`config.mk`:
```
export PLATFORM = sky130hd
export DESIGN_NAME = fetch_queue
export DESIGN_NICKNAME = d
export VERILOG_FILES = /design/src/rtl/core_pkg.sv /design/src/rtl/sync_fifo.sv /design/src/rtl/fetch_queue.sv
export SDC_FILE = /design/constraint.sdc
export NUM_CORES = 1
export LEC_CHECK = 0
export ABC_AREA = 1
export CAP_MARGIN = 20
export CORE_ASPECT_RATIO = 0.5
export CORE_MARGIN = 3
export CORE_UTILIZATION = 55
export DETAILED_ROUTE_END_ITERATION = 16
export PLACE_DENSITY = 0.81
export SYNTH_ARGS = -nofsm -noshare
export SYNTH_HDL_FRONTEND = slang
export SYNTH_HIERARCHICAL = 1
export SYNTH_SLANG_ARGS = --single-unit
```
`constraint.sdc`:
```
create_clock -name clk -period 3.7 [get_ports clk]
set_input_delay 0.74 -clock clk [delete_from_list [all_inputs] [get_ports clk]]
set_output_delay 0.74 -clock clk [all_outputs]
set_load 0.01 [all_outputs]
```
`src/rtl/core_pkg.sv`:
```
// Shared core definitions: halt-triggering opcodes, fetch FSM states and the
// {pc, instr} entry layout used by the fetch front end.
package core_pkg;

  localparam logic [6:0] OPC_MISC_MEM = 7'b0001111;
  localparam logic [6:0] OPC_SYSTEM   = 7'b1110011;

  typedef enum logic [1:0] {
    RUN,
    DRAIN,
    HALTED
  } fetch_state_e;

  typedef struct packed {
    logic [31:0] pc;
    logic [31:0] instr;
  } fetch_entry_t;

  function automatic logic is_halt_opcode(input logic [6:0] opcode);
    return (opcode == OPC_MISC_MEM) || (opcode == OPC_SYSTEM);
  endfunction

endpackage

```
`src/rtl/sync_fifo.sv`:
```
// Synchronous circular-buffer FIFO with flush; read data is combinational
// from the head entry and masked to zero while empty.
module sync_fifo #(
  parameter int WIDTH = 64,
  parameter int DEPTH = 4,
  localparam int AW = $clog2(DEPTH),
  localparam int CW = $clog2(DEPTH + 1)
) (
  input  logic             clk,
  input  logic             rst,
  input  logic             flush,
  input  logic             push,
  input  logic [WIDTH-1:0] wdata,
  input  logic             pop,
  output logic [WIDTH-1:0] rdata,
  output logic [CW-1:0]    count,
  output logic             empty,
  output logic             full
);

  logic [WIDTH-1:0] mem_q [DEPTH];
  logic [WIDTH-1:0] mem_d [DEPTH];
  logic [AW-1:0]    wr_ptr_q, wr_ptr_d;
  logic [AW-1:0]    rd_ptr_q, rd_ptr_d;
  logic [CW-1:0]    count_q, count_d;
  logic             do_push, do_pop;

  assign empty   = (count_q == '0);
  assign full    = (count_q == CW'(DEPTH));
  assign do_pop  = pop && !empty;
  // A pop frees the slot in the same cycle, so a full queue can still accept.
  assign do_push = push && (!full || do_pop);
  assign count   = count_q;
  assign rdata   = empty ? '0 : mem_q[rd_ptr_q];

  always_comb begin
    mem_d    = mem_q;
    wr_ptr_d = wr_ptr_q;
    rd_ptr_d = rd_ptr_q;
    count_d  = count_q;
    if (flush) begin
      wr_ptr_d = '0;
      rd_ptr_d = '0;
      count_d  = '0;
    end else begin
      if (do_push) begin
        mem_d[wr_ptr_q] = wdata;
        wr_ptr_d        = wr_ptr_q + 1'b1;
      end
      if (do_pop) begin
        rd_ptr_d = rd_ptr_q + 1'b1;
      end
      count_d = count_q + CW'(do_push) - CW'(do_pop);
    end
  end

  always_ff @(posedge clk) begin
    if (rst) begin
      wr_ptr_q <= '0;
      rd_ptr_q <= '0;
      count_q  <= '0;
      for (int i = 0; i < DEPTH; i++) begin
        mem_q[i] <= '0;
      end
    end else begin
      wr_ptr_q <= wr_ptr_d;
      rd_ptr_q <= rd_ptr_d;
      count_q  <= count_d;
      mem_q    <= mem_d;
    end
  end

endmodule

```
`src/rtl/fetch_queue.sv`:
```
// Instruction-fetch front end: owns the PC, fetches from a combinational ROM
// into a small queue for ID, handles redirect flushes and FENCE/SYSTEM halts.
module fetch_queue
  import core_pkg::*;
#(
  parameter int               XLEN     = 32,
  parameter int               DEPTH    = 4,
  parameter int               IMEM_AW  = 6,
  parameter logic [XLEN-1:0]  RESET_PC = '0,
  localparam int              CW       = $clog2(DEPTH + 1)
) (
  input  logic               clk,
  input  logic               rst,
  output logic [IMEM_AW-1:0] imem_addr,
  input  logic [XLEN-1:0]    imem_data,
  input  logic               redirect_valid,
  input  logic [XLEN-1:0]    redirect_pc,
  output logic               id_valid,
  input  logic               id_ready,
  output logic [XLEN-1:0]    id_pc,
  output logic [XLEN-1:0]    id_instr,
  output logic [CW-1:0]      occupancy,
  output logic               halted
);

  fetch_state_e        state_q, state_d;
  logic [XLEN-1:0]     pc_q, pc_d;
  logic                push, pop, empty, full;
  logic [2*XLEN-1:0]   head;

  assign imem_addr = pc_q[IMEM_AW+1:2];
  assign id_valid  = !empty;
  assign id_pc     = head[2*XLEN-1:XLEN];
  assign id_instr  = head[XLEN-1:0];
  assign halted    = (state_q == HALTED);
  // A redirect discards the head, so it must not also count as consumed.
  assign pop       = id_valid && id_ready && !redirect_valid;

  always_comb begin
    state_d = state_q;
    pc_d    = pc_q;
    push    = 1'b0;
    if (redirect_valid) begin
      pc_d    = redirect_pc & ~XLEN'(3);
      state_d = RUN;
    end else begin
      case (state_q)
        RUN: begin
          if (!full || pop) begin
            push = 1'b1;
            pc_d = pc_q + XLEN'(4);
            if (is_halt_opcode(imem_data[6:0])) begin
              state_d = DRAIN;
            end
          end
        end
        DRAIN: begin
          if (empty || (pop && occupancy == CW'(1))) begin
            state_d = HALTED;
          end
        end
        HALTED: begin
          state_d = HALTED;
        end
        default: begin
          state_d = RUN;
        end
      endcase
    end
  end

  always_ff @(posedge clk) begin
    if (rst) begin
      state_q <= RUN;
      pc_q    <= RESET_PC;
    end else begin
      state_q <= state_d;
      pc_q    <= pc_d;
    end
  end

  sync_fifo #(
    .WIDTH(2 * XLEN),
    .DEPTH(DEPTH)
  ) u_fifo (
    .clk  (clk),
    .rst  (rst),
    .flush(redirect_valid),
    .push (push),
    .wdata({pc_q, imem_data}),
    .pop  (pop),
    .rdata(head),
    .count(occupancy),
    .empty(empty),
    .full (full)
  );

endmodule

```
==> metrics.md, run 1 <==
| Metric | Value |
|---|---|
| Post-Syn Instances | 2424 |
| Yosys reg bits | 295 |
| Synth unique cells | 36 |
| Crit path cell chain | inv_4 -> buf_4 -> o21ai_0 -> a21oi_1 -> clkdlybuf4s50_1 |
| DR vias/cell | a little over 5 |
| Largest net degree at the start of global routing | roughly 130 |
| Peak per-stage delay on the critical path | 570 ps |
| Final setup fails | 0 |
| Setup bufs post-CTS | 0 |
| Max transition margin | 0.5537 |
| Fin Setup TNS | 0 ps |
| GR Util All Layers | 0.2515 |
| First-pass GRT wire length | between 60000 and 70000 um |
| Kind of start point of the critical path | flop |
| TritonCTS Buffers | 26 |
| Skew final | about 21 ps |
| Clock-pin slew of the registers on the worst-case setup and hold paths | 70 ps |
| Vias in the first global route | around 13k |
| Root Buffer | clkbuf_16 |
| Vias | around 14k |
| Nets | around 2.6k |
| Drt drc | 0 |
| CTS tree | built |
| Final WL | between 30000 and 40000 um |
| Worst path required time | roughly 3000 ps |
| Period Utilization, post-route | 0.9127 |
| I/O Buffers | 140 |
| Fin. max-slew vios | 0 |
| CTS max path bufs | 3 |
| Syn. warnings | 6 |
| Placement-stage cell area | 16490 um2 |
| # clock sinks | between 200 and 300 |
| Core area | between 20000 and 30000 um2 |
| Critical Path Start | u_fifo/rd_ptr_q[0] |
| Site Rows | 42 |
| Horiz. Die Dim | 240.4 um |
| RSZ-0062 raised after global routing | false |
| Final hold vios | 0 |
| Critical-path top delay cell | clkdlybuf4s50_1 |
| Avg WL per Cell | roughly 13 um |
| Antenna violations before repair | 0 |
| Layout area overhead | 14.77% |
| Starting Density | 0.5648 |
| Die Y | between 100 and 150 um |
| CP Data Arrival Time | 2640 ps |
| Critical Path Sink Type | output port |
| Hold_buf cts | 0 |
| Hold_sp | u_fifo/mem_q[229] |
| Register area | 5911 um2 |
| Final min period | roughly 3400 ps |
| Post-DP HPWL | about 23000 um |
| Worst slew pin tran | around 670 ps |
| Sequential area share after synthesis | 0.3909 |
| Die area | between 20000 and 30000 um2 |
| Fin Hold WS | 506.6 ps |
| First DRT Iteration DRCs | between 1k and 1.5k |
| Grt ovf | 0 |
| Pwr dens | between 300 and 400 nW/um2 |
| H-tree depth | 1 |
| Outcome | completed |
| Clk Latency, worst-skew pair | ~540 ps |
| Antenna fix cells | 0 |
| Pleak | between 8 and 9 nW |
| Synthesized cell area | roughly 15000 um2 |
| TritonRoute pass-1 iters | 5 |
| Design area | about 17000 um2 |
| Crit Path Max Fanout | 64 |
| Share of layout cells above drive strength 1 | 0.03888 |
| VDD IR max | around 0.31 mV |
| R2R Path Start | u_fifo/count[2] |
| Post-route ant nets | 0 |
| Synth Area per Inst | approximately 6.2 um2 |
| HP Class | flop to flop |
| Fillers | around 2.4k |
| Multi-input logic area | 7247 um2 |
| Post-CTS Resized | 0 |
| Max Clk Rate | roughly 0.3 GHz |
| Maxcap violations | 0 |
| Placer Congestion | between 0.8 and 0.9 |
| Crit path kind | flop to output port |
| Ports | roughly 140 |
==> per-stage QoR <==
step | setup WS, ps | cells | power (mW) | utilization
floorplan | 775.3 | 2431 | 3.873 | -
global placement | 461.5 | 2801 | 4.111 | 0.6164
detailed placement | 403.4 | 2801 | 4.127 | 0.6164
CTS | 262.0 | 2847 | 6.848 | 0.6482
global route | 134.6 | 2847 | 7.074 | 0.6482
finish | 323.0 | 2847 | 6.812 | 0.6482
==> worst max-delay path, delay by kind of cell (launching register included) <==
kind | cells | cell delay [ps]
AO/OA/AOI/OAI | 2 | 350
buffers and inverters | 3 | 1360
flip-flops | 1 | 360
==> registers in the layout, indices dropped and copies added (netlist names) <==
name	flops
u_fifo/count	3
state_q	2
u_fifo/wr_ptr_q	2
u_fifo/mem_q	256
u_fifo/rd_ptr_q	2
pc_q	30
==> synth_stat cells (all sizes together) <==
| cell | instances | area [um2] |
|---|---|---|
| dfxtp | 295 | 5906 |
| conb | 1 | 3.750 |
| inv | 295 | 1107 |
| a21o | 1 | 7.510 |
| buf | 91 | 651.9 |
| xor2 | 11 | 96.34 |
| nor2 | 575 | 2233 |
| nand3 | 25 | 135.1 |
| o21bai | 1 | 7.510 |
| nand4 | 7 | 43.79 |
| o21ai | 139 | 699.4 |
| and3 | 2 | 12.51 |
| xnor2 | 3 | 26.28 |
| nor3b | 1 | 7.510 |
| a31oi | 6 | 37.54 |
| nand3b | 7 | 52.55 |
| nor3 | 2 | 10.01 |
| a21boi | 17 | 127.6 |
| fa | 1 | 20.02 |
| or2 | 1 | 6.260 |
| ha | 10 | 125.1 |
| a21oi | 220 | 1101 |
| clkbuf | 59 | 221.5 |
| nand2 | 654 | 2467 |
==> metal layers <==
metal  GRT usage  part of all wire  up-vias
li1            -                 -     7424
met1      0.3492              0.47     6429
met2      0.4210              0.45      439
met3     0.03276             0.064       62
met4     0.05810             0.020        0
met5           0                 0        -
==> cell type report <==
class / instances / area share
clock buffers: 41 / 0.04604
inverters: 295 / 0.06430
multi-input cells: 1691 / 0.4180
well taps: 352 / 0.02540
repair buffers: 168 / 0.1023
flip-flops and latches: 295 / 0.3409
clock inverters: 5 / 0.003031
==> report_power, final <==
group / leakage, nW / switching (mW) / internal, mW
Sequential: 2.40 / 0.101 / 3.29
Combinational: 5.55 / 0.406 / 0.269
Clock: 0.417 / 1.20 / 1.55
Total: 8.36 / 1.71 / 5.11
==> cells by family (layout without fill, tap and decap cells) <==
kind of cell | after synthesis | in the layout | synth area share
simple gates | 1274 | 1274 | 0.3289
other cells | 1 | 8 | 0.0002482
xor+xnor | 14 | 14 | 0.008117
buf+inv | 445 | 509 | 0.1311
fa+ha+maj | 11 | 11 | 0.009607
flops | 295 | 295 | 0.3909
compound gates | 384 | 384 | 0.1311
==> final timing paths <==
path                                     endpoint  slack (ps)  cells after the start
worst max register to register    u_fifo/count[2]         940                     15
worst min register to register  u_fifo/mem_q[229]         510                      4
worst max-delay path                    id_pc[18]         320                      5
worst min-delay path            u_fifo/mem_q[229]         510                      4
==> cells in the final DEF (no fill, tap or decap), types with 10 or more instances in the layout <==
cell / instances
nand2_1: 651
nor2_1: 561
dfxtp_1: 293
inv_1: 288
a21oi_1: 220
clkdlybuf4s50_1: 140
o21ai_0: 132
clkbuf_16: 27
nand3_1: 23
buf_4: 15
a21boi_0: 14
buf_12: 13
xor2_1: 11
ha_1: 10
Note: power is estimated with default switching activity, not from simulation.
==> run 2, diff against run 1 <==
==> constraint.sdc (replaced) <==
create_clock -name clk -period 4.2 [get_ports clk]
set_input_delay 0.84 -clock clk [delete_from_list [all_inputs] [get_ports clk]]
set_output_delay 0.84 -clock clk [all_outputs]
set_load 0.01 [all_outputs]
==> run 2 against run 1 <==
Compared with the run above:
- sequential cell count stayed put
- utilization about the same
- clock power shrank 3%
- non-clock buffer count down 6
- clock skew down 10 ps
- via count rose by 0.11%
- worst hold slack about the same
- first-iteration DRC count down 9.4%
- critical endpoint is now id_instr[23]
- largest power group unchanged
==> metrics.md, run 2 (synthesis gave the netlist of run 1 again) <==
| Metric | Value |
|---|---|
| Outcome | completed (unchanged) |
| Ports | 143 (unchanged) |
| Starting Density | 0.5648 (unchanged) |
| Hold_buf cts | 0 (unchanged) |
| Non-filler cells, final | 2842 (was 2847) |
| Post-route ant nets | 0 (unchanged) |
| Avg WL per Cell | 13.43 um (was 13.31 um) |
| Root Buffer | clkbuf_16 (unchanged) |
| DP Worst Slack | 790.8 ps (was 403.4 ps) |
| Core area | 26750 um2 (unchanged) |
| Vias | 14.37k (was 14.35k) |
| Drt drc | 0 (unchanged) |
| Crit path kind | flop to output port (unchanged) |
| Worst-case reg-to-reg path depth | 14 (was 15) |
| CP Data Arrival Time | 2990 ps (was 2640 ps) |
| RSZ-0062 raised after global routing | false (unchanged) |
| Most flops, register | u_fifo/mem_q (unchanged) |
| R2r setup slk | 1060 ps (was 940 ps) |
| HP Class | flop to flop (unchanged) |
| GR Util All Layers | 0.2551 (was 0.2515) |
| Post-DP HPWL | 22280 um (was 22650 um) |
| Max reg flops | 256 (unchanged) |
| Layout area overhead | 14.85% (was 14.77%) |
| CTS max path bufs | 3 (unchanged) |
| CTS tree | built (unchanged) |
| Worst path required time | 3360 ps (was 2960 ps) |
| Final worst slack | 370.0 ps (was 323.0 ps) |
| Crit Path Max Fanout | 29 (was 64) |
| TritonCTS Buffers | 27 (was 26) |
| Final min period | between 3000 and 4000 ps |
| Post-CTS Resized | 0 (unchanged) |
| First-pass GRT wire length | 62170 um (was 61420 um) |
| VDD IR max | 0.2690 mV (was 0.3140 mV) |
| Grt ovf | 0 (unchanged) |
| Setup bufs post-CTS | 0 (unchanged) |
| Die Y | 123.2 um (unchanged) |
| Vias in the first global route | 12.59k (was 12.54k) |
| Most common cell after layout, fill and taps aside | nand2_1 (unchanged) |
| Placed Cells | 2795 (was 2801) |
| Clk Latency, worst-skew pair | 550 ps (was 540 ps) |
| Fin Hold WS | 506.5 ps (was 506.6 ps) |
| Nets | 2551 (was 2556) |
| # clock sinks | 295 (unchanged) |
| Hold path cells | 4 (unchanged) |
| Kind of start point of the critical path | flop (unchanged) |
| Fin. max-slew vios | 0 (unchanged) |
| TritonRoute pass-1 iters | 7 (was 5) |
| Maxcap violations | 0 (unchanged) |
| Fin Setup TNS | 0 ps (unchanged) |
| H-tree depth | 1 (unchanged) |
| Antenna violations before repair | 0 (unchanged) |
| Antenna fix cells | 0 (unchanged) |
| Worst slew pin tran | 891.6 ps (was 669.4 ps) |
| Die area | 29610 um2 (unchanged) |
| Critical Path Sink Type | output port (unchanged) |
| First DRT Iteration DRCs | 1268 (was 1399) |
| Final WL | 38170 um (was 37910 um) |
| Placer Congestion | 0.8415 (was 0.8389) |
| Horiz. Die Dim | 240.4 um (unchanged) |
| Fillers | 2438 (unchanged) |
| Max transition margin | 0.4056 (was 0.5537) |
| I/O Buffers | 140 (unchanged) |
| Final core occ | 0.6487 (was 0.6482) |
| DR vias/cell | 5.056 (was 5.042) |
| Clock-pin slew of the registers on the worst-case setup and hold paths | 60 ps (was 70 ps) |
| Site Rows | 42 (unchanged) |
| Skew final | 10.91 ps (was 20.90 ps) |
| Final hold vios | 0 (unchanged) |
| Register area | 5911 um2 (unchanged) |
| Share of layout cells above drive strength 1 | 0.03855 (was 0.03888) |
| Largest net degree at the start of global routing | 132 (unchanged) |
| Most frequent cells in the layout | nand2_1, nor2_1, dfxtp_1 (unchanged) |
| Final setup fails | 0 (unchanged) |
| Multi-input logic area | 7247 um2 (unchanged) |
| Pwr dens | 358.8 nW/um2 (was 392.9 nW/um2) |
| Pleak | 8.358 nW (was 8.363 nW) |
| Max Clk Rate | roughly 0.26 GHz |
| Period Utilization, post-route | 0.9119 |
run 2: changes by cell type in the layout (fill, tap and decap cells not counted), moves of 4 or more:
| cell | previous run | this run |
|---|---|---|
| bufinv_16 | 1 | 5 |
| buf_4 | 15 | 11 |
| clkbuf_1 | 7 | 3 |
| clkbuf_8 | 7 | 1 |
| clkinv_2 | 3 | 7 |
run 2: final timing paths:
check / endpoint / start
max: id_instr[23] / u_fifo/rd_ptr_q[1]
min: u_fifo/mem_q[253] / u_fifo/mem_q[253]
max reg2reg: u_fifo/mem_q[126] / u_fifo/count[1]
min reg2reg: u_fifo/mem_q[253] / u_fifo/mem_q[253]
run 2: through the flow:
| step | instance area [um2] | power [mW] |
|---|---|---|
| finish | 17350 | 6.225 |
| global route | 17350 | 6.476 |
| CTS | 17350 | 6.266 |
| detailed placement | 16420 | 3.630 |
| global placement | 16420 | 3.618 |
| floorplan | 15130 | 3.412 |
run 2: area by class of cell:
class / instances / area share
multi-input combinational: 1691 / 0.4177
sequential: 295 / 0.3407
timing repair buffer: 162 / 0.09822
inverter: 295 / 0.06425
clock buffer: 32 / 0.04183
tap: 352 / 0.02538
clock inverter: 15 / 0.01197
run 2: critical path: stages (launching register included):
cell and delay [ps]:
dfxtp_2 690, inv_2 300, buf_4 350, a21oi_1 190, o21ai_0 110, a21oi_1 210
clkdlybuf4s50_1 580
run 2: power breakdown:
group          internal (mW)  switching, mW
Sequential              2.90         0.0892
Combinational          0.234          0.356
Clock                   1.54           1.11
Total                   4.67           1.55
run 2: routing by layer:
layer,track usage,part of all wire,up-vias
met4,0.06259,0.021,0
met5,0,0,-
met2,0.4230,0.45,469
li1,-,-,7418
met3,0.03276,0.068,62
met1,0.3562,0.46,6421
